File: src/rtl/uart_pkg.sv
// Shared types and constants for the UART receive path.
package uart_pkg;

  localparam int UART_DATA_W = 8;

  typedef enum logic [1:0] {IDLE, START, DATA, STOP} uart_rx_state_t;

endpackage

File: src/rtl/rx_fifo.sv
// Small synchronous FIFO with a registered head output, so the consumer sees
// the next entry in the cycle right after a pop.
module rx_fifo #(
  parameter int WIDTH = 8,
  parameter int DEPTH = 4
) (
  input  logic             clk,
  input  logic             rst_n,
  input  logic             push,
  input  logic [WIDTH-1:0] wdata,
  input  logic             pop,
  output logic [WIDTH-1:0] rdata,
  output logic             full,
  output logic             empty
);

  localparam int PTR_W = $clog2(DEPTH);
  localparam int CNT_W = PTR_W + 1;

  logic [WIDTH-1:0] mem_q [DEPTH];
  logic [PTR_W-1:0] wr_ptr_q, wr_ptr_d;
  logic [PTR_W-1:0] rd_ptr_q, rd_ptr_d;
  logic [PTR_W-1:0] rd_next;
  logic [CNT_W-1:0] count_q, count_d;
  logic [WIDTH-1:0] rdata_q, rdata_d;
  logic             do_push, do_pop;

  assign empty   = (count_q == '0);
  assign full    = (count_q == CNT_W'(DEPTH));
  assign do_pop  = pop && !empty;
  // A push into a full FIFO is still taken when a pop frees a slot this cycle.
  assign do_push = push && (!full || do_pop);
  assign rd_next = rd_ptr_q + 1'b1;
  assign rdata   = rdata_q;

  always_comb begin
    wr_ptr_d = wr_ptr_q;
    rd_ptr_d = rd_ptr_q;
    count_d  = count_q;
    rdata_d  = rdata_q;
    if (do_push) wr_ptr_d = wr_ptr_q + 1'b1;
    if (do_pop)  rd_ptr_d = rd_next;
    case ({do_push, do_pop})
      2'b10:   count_d = count_q + 1'b1;
      2'b01:   count_d = count_q - 1'b1;
      default: count_d = count_q;
    endcase
    // Head register tracks whichever entry becomes the new head.
    if (do_push && (empty || (do_pop && count_q == CNT_W'(1)))) begin
      rdata_d = wdata;
    end else if (do_pop && count_q > CNT_W'(1)) begin
      rdata_d = mem_q[rd_next];
    end
  end

  always_ff @(posedge clk or negedge rst_n) begin
    if (!rst_n) begin
      wr_ptr_q <= '0;
      rd_ptr_q <= '0;
      count_q  <= '0;
      rdata_q  <= '0;
    end else begin
      wr_ptr_q <= wr_ptr_d;
      rd_ptr_q <= rd_ptr_d;
      count_q  <= count_d;
      rdata_q  <= rdata_d;
    end
  end

  always_ff @(posedge clk) begin
    if (do_push) mem_q[wr_ptr_q] <= wdata;
  end

endmodule

File: src/rtl/uart_receiver.sv
// 8N1 UART receiver: line synchroniser, mid-bit sampling FSM, and a byte FIFO
// with valid/ready read side plus single-cycle framing-error/overrun pulses.
module uart_receiver
  import uart_pkg::*;
#(
  parameter int WAIT  = 8,
  parameter int DEPTH = 4
) (
  input  logic                   clk,
  input  logic                   reset,
  input  logic                   uart_rx,
  output logic [UART_DATA_W-1:0] r_data,
  output logic                   r_valid,
  input  logic                   r_ready,
  output logic                   frame_err,
  output logic                   overrun
);

  localparam int CNT_W = $clog2(WAIT);
  localparam logic [CNT_W-1:0] CNT_LAST = CNT_W'(WAIT - 1);
  localparam logic [CNT_W-1:0] CNT_HALF = CNT_W'(WAIT / 2 - 1);

  logic                   sync1_q, rx_s_q;
  uart_rx_state_t         state_q, state_d;
  logic [CNT_W-1:0]       cnt_q, cnt_d;
  logic [2:0]             idx_q, idx_d;
  logic [UART_DATA_W-1:0] shift_q, shift_d;
  logic                   done_q, done_d;
  logic                   stop_ok_q, stop_ok_d;
  logic                   frame_err_q, frame_err_d;
  logic                   overrun_q, overrun_d;
  logic                   push_req, pop, fifo_full, fifo_empty;

  always_ff @(posedge clk or negedge reset) begin
    if (!reset) begin
      sync1_q <= 1'b1;
      rx_s_q  <= 1'b1;
    end else begin
      sync1_q <= uart_rx;
      rx_s_q  <= sync1_q;
    end
  end

  always_comb begin
    state_d   = state_q;
    cnt_d     = cnt_q + 1'b1;
    idx_d     = idx_q;
    shift_d   = shift_q;
    done_d    = 1'b0;
    stop_ok_d = stop_ok_q;
    case (state_q)
      IDLE: begin
        cnt_d = '0;
        if (!rx_s_q) state_d = START;
      end
      START: begin
        if (cnt_q == CNT_HALF) begin
          cnt_d   = '0;
          idx_d   = 3'd0;
          state_d = rx_s_q ? IDLE : DATA;
        end
      end
      DATA: begin
        if (cnt_q == CNT_LAST) begin
          cnt_d          = '0;
          shift_d[idx_q] = rx_s_q;
          if (idx_q == 3'd7) state_d = STOP;
          else               idx_d   = idx_q + 3'd1;
        end
      end
      STOP: begin
        // Leave mid-stop-bit so a back-to-back start edge is not missed.
        if (cnt_q == CNT_LAST) begin
          cnt_d     = '0;
          done_d    = 1'b1;
          stop_ok_d = rx_s_q;
          state_d   = IDLE;
        end
      end
      default: state_d = IDLE;
    endcase
  end

  always_ff @(posedge clk or negedge reset) begin
    if (!reset) begin
      state_q   <= IDLE;
      cnt_q     <= '0;
      idx_q     <= 3'd0;
      done_q    <= 1'b0;
      stop_ok_q <= 1'b0;
    end else begin
      state_q   <= state_d;
      cnt_q     <= cnt_d;
      idx_q     <= idx_d;
      done_q    <= done_d;
      stop_ok_q <= stop_ok_d;
    end
  end

  always_ff @(posedge clk) begin
    shift_q <= shift_d;
  end

  // Frame result is acted on one edge after the stop-bit sample.
  assign push_req    = done_q && stop_ok_q;
  assign pop         = r_valid && r_ready;
  assign frame_err_d = done_q && !stop_ok_q;
  assign overrun_d   = push_req && fifo_full && !pop;

  always_ff @(posedge clk or negedge reset) begin
    if (!reset) begin
      frame_err_q <= 1'b0;
      overrun_q   <= 1'b0;
    end else begin
      frame_err_q <= frame_err_d;
      overrun_q   <= overrun_d;
    end
  end

  rx_fifo #(
    .WIDTH (UART_DATA_W),
    .DEPTH (DEPTH)
  ) u_fifo (
    .clk   (clk),
    .rst_n (reset),
    .push  (push_req),
    .wdata (shift_q),
    .pop   (pop),
    .rdata (r_data),
    .full  (fifo_full),
    .empty (fifo_empty)
  );

  assign r_valid   = !fifo_empty;
  assign frame_err = frame_err_q;
  assign overrun   = overrun_q;

endmodule
File: config.mk
export PLATFORM = sky130hd
export DESIGN_NAME = uart_receiver
export DESIGN_NICKNAME = d
export VERILOG_FILES = /design/src/rtl/uart_pkg.sv /design/src/rtl/rx_fifo.sv /design/src/rtl/uart_receiver.sv
export SDC_FILE = /design/constraint.sdc
export NUM_CORES = 1
export LEC_CHECK = 0
export CORE_MARGIN = 3
export CORE_UTILIZATION = 64
export CTS_CLUSTER_DIAMETER = 150
export CTS_CLUSTER_SIZE = 25
export DETAILED_ROUTE_END_ITERATION = 7
export PLACE_DENSITY = 0.84
export SLEW_MARGIN = 15
export SYNTH_ARGS = -nofsm -noshare
export SYNTH_HDL_FRONTEND = slang
export SYNTH_SLANG_ARGS = --single-unit
File: constraint.sdc
create_clock -name clk -period 5 [get_ports clk]
set_clock_uncertainty 0.05 [all_clocks]
set_input_delay 1.25 -clock clk [delete_from_list [all_inputs] [get_ports clk]]
set_output_delay 1.25 -clock clk [all_outputs]
set_load 0.01 [all_outputs]
==> impl_metrics.json, run 1 <==
{
  "power.density_nw_per_um2": 530.5,
  "fmax_ghz": 0.3233,
  "setup_violations": 0,
  "cts.htree.levels": 3,
  "nets": 249,
  "cp.arrival_ns": 1.79,
  "slew_violations": 0,
  "postRouteAntennaNets": 0,
  "clkTransAtPathRegs_ns": 0.07,
  "core.rowCount": 24,
  "synth_top_area_share_pct": 39.74,
  "synth-main-ff-cell": "edfxtp_1",
  "grt_max_degree": 30,
  "cts_root_buf": "clkbuf_8",
  "avgSynthCellArea_um2": 14.26,
  "pin_count": 15,
  "start_util_pct": 68.02,
  "endpoint": "r_valid",
  "gr-total-overflow": 0,
  "portBuffers": 14,
  "die_x_um": 74.73,
  "status": "finished clean",
  "cp-start-kind": "register",
  "place.gp.congestion": 0.8369,
  "fin_crit_ns": 3.093,
  "grt_pass1_wl_um": 7928,
  "hpwl_um": 3481,
  "ir_drop_uv": 339.1,
  "yosysTopAreaCell": "edfxtp_1",
  "final_cell_area_um2": 3403,
  "maxSlewHeadroom_pct": 65.97,
  "hp-class": "register to register",
  "rsz0062_at_grt": "false",
  "ff_latch_area_um2": 1929,
  "routed_wirelength_um": 4721,
  "grt_pass1_vias": 1671,
  "finalCritPeriodShare_pct": 61.87,
  "cts_buffers": 9,
  "leakage_nw": 1.292,
  "die_y_um": 74.73,
  "async_flop_share_pct": 42.03,
  "required_ns": 3.70,
  "reg2reg_slack_ns": 2.78,
  "final-hold-violation-count": 0,
  "num_vias": 1667,
  "drt_iter0_drc": 91,
  "antenna_found_initial": 0,
  "synth_nets": 232,
  "worst_r2r_path_depth": 8,
  "dieArea_um2": 5584,
  "ys_types": 38,
  "cts_hold_buffers": 0,
  "core_area_um2": 4444,
  "tns_ns": 0,
  "track_usage_pct": 19.83,
  "synth_edf_count": 40,
  "criticalPathCategory": "register to output pin",
  "clock_latency_ns": 0.34,
  "post-cts-setup-buffers": 0,
  "yosys_warnings": 0,
  "critPathCaptureType": "output pin",
  "wl_per_cell_um": 16.51,
  "dp_slack_ns": 1.631,
  "first_pass_iters": 4,
  "ys_top_cells_by_area": "edfxtp_1 40%, dfrtp_1 22%, ha_1 6.6%",
  "syn_to_final_growth_pct": 12.58,
  "r2r-start": "u_fifo.count_q[0]",
  "ctsResizeCount": 0,
  "drcViolationCount": 0,
  "drive_above_1_share_pct": 14.10,
  "clock_path_buffers": 2,
  "worst_pin_slew_ns": 0.5104,
  "hold_ws_ns": 0.3129,
  "ys_seq_area_share_pct": 63.82,
  "place_area_um2": 3174,
  "cts_sinks": 69,
  "drv_cap": 0,
  "cts_tree": "done",
  "multiInputGateArea_um2": 987.2,
  "synthCells": 212,
  "fillCellCount": 255,
  "avgViaCountPerCell": 5.829,
  "path_max_fanout": 5,
  "r2r-end": "u_fifo.count_q[2]",
  "diodes": 0,
  "syn_area_um2": 3023,
  "synth-seq-cells": 69,
  "critPathLaunch": "u_fifo.count_q[0]",
  "fin_ws_ns": 1.907
}
## cells in the mapped netlist (2+ instances only)
cell / n
edfxtp_1: 40
buf_2: 3
a21oi_1: 2
xnor2_1: 5
dfrtp_1: 27
dfstp_2: 2
inv_1: 12
o211ai_1: 8
nor4_1: 2
nand3_1: 9
nand2_1: 29
clkbuf_1: 2
ha_1: 16
nor2b_1: 2
o21ai_0: 2
nor2_1: 8
and2_1: 6
buf_6: 3
mux4_2: 8
nor3_1: 4
mux2i_1: 5
## worst min-delay path by stage
stage | from | end | slack (ns) | cells after the start
2_1_floorplan | sync1_q | rx_s_q | 0.30 | 0
3_3_place_gp | sync1_q | rx_s_q | 0.30 | 0
3_5_place_dp | sync1_q | rx_s_q | 0.30 | 0
4_1_cts | sync1_q | rx_s_q | 0.31 | 0
5_1_grt | sync1_q | rx_s_q | 0.32 | 0
6_report | sync1_q | rx_s_q | 0.31 | 0
## sequential cells by signal, indices dropped and copies added, names as in the netlist, named ones only
name,count
u_fifo.rdata,8
u_fifo.mem_q,32
state_q,1
done_q,1
shift_q,8
rx_s_q,1
u_fifo.wr_ptr_q,2
frame_err,1
idx_q,3
stop_ok_q,1
sync1_q,1
overrun,1
u_fifo.count_q,3
u_fifo.rd_ptr_q,2
cnt_q,3
## final cells by class
class	instances	area share, %
Clock inverter	7	3.088
Timing Repair Buffer	15	4.338
Tap cell	52	1.912
Multi-Input combinational cell	122	29.01
Clock buffer	9	3.640
Sequential cell	69	56.69
Inverter	12	1.324
## stage by stage
step | cells | total power, mW | utilization, %
after floorplan | 212 | 1.177 | -
after global placement | 270 | 1.276 | 71.42
after detailed placement | 270 | 1.310 | 71.42
after CTS | 286 | 1.818 | 76.58
after global routing | 286 | 1.918 | 76.58
final | 286 | 1.805 | 76.58
## report_power, final
group | leakage [nW] | internal, mW | total, mW | switching, mW
Clock | 0.112 | 0.288 | 0.511 | 0.223
Sequential | 0.719 | 0.691 | 0.808 | 0.117
Combinational | 0.461 | 0.268 | 0.486 | 0.218
## layout by cell type (no fill, tap or decap), drive strengths merged
cell type | synthesis | final
o21a | 1 | 1
and3 | 1 | 1
xnor2 | 5 | 5
dfrtp | 27 | 27
or3 | 2 | 2
clkdlybuf4s50 | 0 | 14
and2b | 1 | 1
nand2 | 29 | 29
nor3b | 1 | 1
o211ai | 8 | 8
mux2 | 1 | 1
nor2 | 8 | 8
nor2b | 2 | 2
ha | 16 | 16
buf | 6 | 1
xor2 | 1 | 1
a31oi | 1 | 1
inv | 12 | 15
o21ai | 3 | 3
mux4 | 9 | 9
nand3b | 1 | 1
edfxtp | 40 | 40
and2 | 6 | 6
nor4 | 2 | 2
nor3 | 5 | 5
clkbuf | 3 | 9
dfstp | 2 | 2
nand3 | 9 | 9
a21oi | 2 | 2
mux2i | 5 | 5
clkinv | 0 | 1
clkinvlp | 0 | 1
nand2b | 2 | 2
o31ai | 1 | 1
bufinv | 0 | 2
## logic make-up (layout without fill, tap and decap cells)
logic type	count (synthesis)	in the layout	synth area share (%)
DFF	69	69	63.82
and+or+nand+nor	69	69	11.34
buffers and inverters	21	43	3.518
adders and majority gates	16	16	6.622
AOI/OAI and AO/OA	16	16	4.098
muxes	15	15	8.858
xor gates and xnor gates	6	6	1.738
## per-layer routing
metal | GRT usage (%) | vias to the layer above | share of wire [%]
li1 | - | 796 | -
met1 | 24.86 | 829 | 44
met2 | 32.20 | 36 | 51
met3 | 4.806 | 6 | 3.5
met4 | 10.47 | 0 | 1.3
met5 | 0 | - | 0
## critical path, cell delays in order (launching register included)
cell and delay, ns:
dfrtp_1 0.45, inv_1 0.09, ha_1 0.28, nand2b_1 0.11
clkdlybuf4s50_1 0.53
Note: power is estimated with default switching activity, not from simulation.
==> run 2, diff against run 1 <==
Settings changed: CORE_UTILIZATION 64 to 53, PLACE_DENSITY 0.84 to 0.74.
Clock period 5 ns to 2.6 ns, I/O delays scaled along.
==> run 2 against run 1 <==
Compared with the run above: sequential power is 94% higher; first-iteration DRC count down 29%; critical path depth unchanged; highest routed layer unchanged; global-route usage is 3.8 points lower; sequential cell count stayed put.
==> impl_metrics.json, run 2 (synthesis gave the netlist of run 1 again) <==
{
  "worst_r2r_path_depth": 9,
  "max_stage_delay_ns": 0.53,
  "criticalPathCategory": "register to output pin",
  "switching_power_mw": 1.000,
  "cp-start-kind": "register",
  "grt_max_degree": 30,
  "wl_per_cell_um": 14.97,
  "seq_power_share_pct": 46.0,
  "worstHoldPathCells": 0,
  "postRouteAntennaNets": 0,
  "first_pass_iters": 4,
  "largest-register": "u_fifo.mem_q",
  "cts_sinks": 69,
  "power.density_nw_per_um2": 991.2,
  "final_cell_mix": "40 x edfxtp_1, 29 x nand2_1, 26 x dfrtp_1",
  "required_ns": 1.90,
  "leakage_nw": 1.297,
  "r2r-start": "u_fifo.count_q[1]",
  "rsz0062_at_grt": "false",
  "fin_crit_ns": 2.475,
  "r2r-end": "u_fifo.count_q[2]",
  "track_usage_pct": 16.03,
  "path_max_fanout": 4,
  "dieArea_um2": 6646,
  "clkTransAtPathRegs_ns": 0.07,
  "drv_cap": 0,
  "cp_num_buf_inv": 2,
  "drcViolationCount": 0,
  "die_x_um": 81.52,
  "clock_latency_ns": 0.34,
  "cts_buffers": 9,
  "pwr-share-clk_pct": 26.8,
  "routed_wirelength_um": 4582,
  "combinationalPowerShare_pct": 27.2,
  "hold_path_startpoint": "sync1_q",
  "ir_drop_uv": 599.3,
  "grt_util_met2_pct": 25.90,
  "post-route-util_pct": 64.77,
  "critPathCaptureType": "output pin",
  "grt_pass1_wl_um": 7803,
  "path_cells": "inv_1 -> ha_1 -> nand2b_1 -> clkdlybuf4s50_1",
  "reg2reg_slack_ns": 0.46,
  "avgViaCountPerCell": 5.382,
  "cts_hold_buffers": 0,
  "grtUsageMet1_pct": 19.29,
  "maxSlewHeadroom_pct": 63.74,
  "fmax_ghz": 0.4040,
  "setup_violations": 0,
  "pin_count": 15,
  "start_util_pct": 57.01,
  "cp_slowest_cell": "clkdlybuf4s50_1",
  "cp.arrival_ns": 1.78,
  "hold_ws_ns": 0.3082,
  "gr-total-overflow": 0,
  "largest_reg_flops": 32,
  "final-hold-violation-count": 0,
  "nets": 251,
  "cts.htree.levels": 3,
  "drive_above_1_share_pct": 14.41,
  "met3_usage_pct": 6.469,
  "place.gp.congestion": 0.8244,
  "power.share.switching_pct": 29.38,
  "drt_iter0_drc": 65,
  "syn_to_final_growth_pct": 13.62,
  "slew_violations": 0,
  "internal_power_mw": 2.404,
  "core_area_um2": 5303,
  "core.rowCount": 26,
  "cts_tree": "done",
  "die_y_um": 81.52,
  "hp-class": "register to register",
  "cts_root_buf": "clkbuf_8",
  "status": "finished clean",
  "num_vias": 1647,
  "place_area_um2": 3212,
  "diodes": 0,
  "p_total_mw": 3.404,
  "portBuffers": 14,
  "critPathLaunch": "u_fifo.count_q[1]",
  "min_to": "rx_s_q",
  "clock_path_buffers": 2,
  "antenna_found_initial": 0,
  "crit_family": "buffers and inverters",
  "final_cell_area_um2": 3435,
  "finalCritPeriodShare_pct": 95.21,
  "hpwl_um": 3348,
  "tns_ns": 0,
  "worst_pin_slew_ns": 0.5439,
  "top_usage_layer": "met2",
  "grt_pass1_vias": 1656,
  "layout_commonest_cell": "edfxtp_1"
}
-- run 2: cell count changes in the layout (fill, tap and decap cells not counted), sizes merged --
cell    change
clkbuf      +5
inv         -3
clkinv      -1
bufinv      -1
buf         +2
-- run 2: power by group through the flow --
stage | clock, mW | combinational, mW | sequential [mW]
2_1_floorplan | 0 | 0.781 | 1.48
5_1_grt | 0.996 | 1.03 | 1.60
3_5_place_dp | 0 | 0.935 | 1.59
4_1_cts | 0.937 | 0.937 | 1.57
3_3_place_gp | 0 | 0.905 | 1.58
6_report | 0.914 | 0.925 | 1.57
-- run 2: stage by stage --
stage	setup slack [ns]	instances
6_report	0.1245	306
3_5_place_dp	0.1668	290
2_1_floorplan	0.6948	212
5_1_grt	0.03866	306
4_1_cts	0.08870	306
3_3_place_gp	0.1957	290
-- run 2: worst register-to-register path: stages, from the launching register on --
cell and delay (ns):
dfrtp_1 0.42, inv_1 0.11, ha_1 0.27, nand3b_1 0.14, nor2b_1 0.36, inv_1 0.09, ha_1 0.23, mux2i_1 0.17
nor2_1 0.07, xnor2_1 0.12
-- run 2: timing repair --
action                     CTS  global route
hold endpoints to repair     0             0
buffers inserted             0             0
setup endpoints to repair    0             1
gates resized for setup      0             1
-- run 2: layout make-up --
class / instances / area [um2]
well taps: 70 / 87.58
clock inverters: 2 / 37.54
flip-flops and latches: 69 / 1931
fillers: 393 / 1868
inverters: 12 / 45.04
clock buffers: 14 / 183.9
multi-input cells: 122 / 987.2
repair buffers: 17 / 162.7
-- run 2: worst max-delay path by stage --
| stage | to | slack (ns) | cells after the start |
|---|---|---|---|
| detailed placement | u_fifo.count_q[2] | 0.17 | 8 |
| finish | r_valid | 0.12 | 4 |
| global route | r_valid | 0.04 | 4 |
| floorplan | u_fifo.count_q[2] | 0.69 | 9 |
| CTS | r_valid | 0.09 | 4 |
| global placement | u_fifo.count_q[2] | 0.20 | 7 |
-- run 2: layer usage --
metal	wire length [um]	up-vias	share of wire, %
li1	-	793	-
met1	2056	816	45
met2	2227	28	49
met3	221	10	4.8
met4	76	0	1.7
met5	0	-	0
==> run 3, diff against run 2 <==
Settings changed: CORE_UTILIZATION 53 to 38, PLACE_DENSITY 0.74 to 0.55, REMOVE_ABC_BUFFERS set to 1.
Clock period 2.6 ns to 2.46 ns, I/O delays scaled along.
==> run 3 against run 2 <==
Compared with the run above: design area grew 3.0%; critical path depth did not move; via count shrank 0.97%; clock-buffer cell count is 3 lower; total power is 6.3% higher; hold slack got worse by 0.0010 ns; critical path type unchanged; critical endpoint unchanged; highest routed layer unchanged.
==> impl_metrics.json, run 3 (synthesis gave the netlist of run 1 again) <==
{
  "status": "finished clean",
  "place_area_um2": 3311,
  "required_ns": 1.79,
  "grt_max_degree": 30,
  "portBuffers": 14,
  "num_vias": 1631,
  "first_pass_iters": 4,
  "die_y_um": 95.19,
  "final-hold-violation-count": 0,
  "clock_latency_ns": 0.34,
  "cp.arrival_ns": 1.42,
  "leakage_nw": 1.339,
  "hpwl_um": 3550,
  "slew_violations": 0,
  "wl_per_cell_um": 14.13,
  "grt_pass1_vias": 1725,
  "worst-path-stages": 4,
  "cts_root_buf": "clkbuf_8",
  "clkTransAtPathRegs_ns": 0.07,
  "postRouteAntennaNets": 0,
  "largest-register": "u_fifo.mem_q",
  "cts.htree.levels": 3,
  "antenna_found_initial": 0,
  "drive_above_1_share_pct": 16.12,
  "final_cell_mix": "40 x edfxtp_1, 29 x nand2_1, 27 x dfrtp_1",
  "nets": 257,
  "path_cells": "inv_1 -> ha_1 -> nand2b_1 -> dlymetal6s2s_1",
  "rsz0062_at_grt": "false",
  "cts_buffers": 9,
  "drcViolationCount": 0,
  "tns_ns": 0,
  "hp-class": "register to register",
  "final_cell_area_um2": 3536,
  "cts_tree": "done",
  "critPathCaptureType": "output pin",
  "grt_pass1_wl_um": 8273,
  "ir_drop_uv": 478.9,
  "start_util_pct": 40.38,
  "cp_slowest_cell": "dfrtp_1",
  "track_usage_pct": 12.30,
  "max_stage_delay_ns": 0.42,
  "routed_wirelength_um": 4817,
  "drt_iter0_drc": 78,
  "setup_violations": 0,
  "layout_commonest_cell": "edfxtp_1",
  "r2r-start": "u_fifo.count_q[1]",
  "core_area_um2": 7486,
  "endpoint": "r_valid",
  "worst_pin_slew_ns": 0.5224,
  "r2r-end": "u_fifo.mem_q[0][2]",
  "die_x_um": 95.19,
  "avgViaCountPerCell": 4.783,
  "criticalPathCategory": "register to output pin",
  "cp-start-kind": "register",
  "dieArea_um2": 9061,
  "crit_family": "flip-flops",
  "reg2reg_slack_ns": 0.49,
  "cts_sinks": 69,
  "critPathLaunch": "u_fifo.count_q[1]",
  "dp_slack_ns": 0.07346,
  "diodes": 0,
  "place.gp.congestion": 0.7515,
  "p_total_mw": 3.620,
  "cp_num_buf_inv": 2,
  "fin_ws_ns": 0.3708,
  "worst_r2r_path_depth": 6,
  "power.density_nw_per_um2": 1024,
  "syn_to_final_growth_pct": 16.97,
  "gr-total-overflow": 0,
  "finalCritPeriodShare_pct": 84.93,
  "fmax_ghz": 0.4786,
  "pin_count": 15,
  "clock_path_buffers": 2,
  "maxSlewHeadroom_pct": 65.17,
  "fin_crit_ns": 2.089,
  "largest_reg_flops": 32,
  "path_max_fanout": 4,
  "core.rowCount": 31,
  "drv_cap": 0
}
## run 3: timing repair
item / 4_1_cts / 5_1_grt
buffers inserted: 1 / 0
gates resized for setup: 0 / 1
hold buffers: 0 / 0
setup endpoints to repair: 1 / 1
pin swaps: 0 / 0
## run 3: routing by layer
metal  vias to the layer above  GRT usage, %  part of all wire [%]
met2                        34         19.83                    49
met4                         0         4.327                   1.2
li1                        801             -                     -
met3                         8         4.736                   5.2
met1                       788         15.08                    45
met5                         -             0                     0
## run 3: power by group
part | total (mW) | switching, mW | internal (mW)
clock | 0.992 | 0.400 | 0.592
combinational | 0.992 | 0.432 | 0.559
sequential | 1.64 | 0.231 | 1.41
total | 3.62 | 1.06 | 2.56
## run 3: worst min-delay path by stage
| stage | from | to | slack, ns | depth (start not counted) |
|---|---|---|---|---|
| 6_report | sync1_q | rx_s_q | 0.31 | 0 |
| 2_1_floorplan | reset | asynchronous set/reset pin | 0.27 | 0 |
| 5_1_grt | sync1_q | rx_s_q | 0.31 | 0 |
| 3_3_place_gp | sync1_q | rx_s_q | 0.30 | 0 |
| 3_5_place_dp | sync1_q | rx_s_q | 0.30 | 0 |
| 4_1_cts | sync1_q | rx_s_q | 0.31 | 0 |
## run 3: final cells by class
type / count / area, um2
flip-flops and latches: 69 / 1929
repair buffers: 23 / 235.2
multi-input cells: 122 / 987.2
well taps: 99 / 123.9
inverters: 12 / 45.04
clock buffers: 11 / 141.4
clock inverters: 5 / 73.82
fillers: 667 / 3950
## run 3: per-stage QoR
step / utilization [%] / instances / hold slack, ns
detailed placement: 44.23 / 324 / 0.2988
global route: 47.23 / 341 / 0.3139
finish: 47.23 / 341 / 0.3072
global placement: 44.23 / 324 / 0.2953
floorplan: - / 203 / 0.2694
CTS: 47.20 / 341 / 0.3097
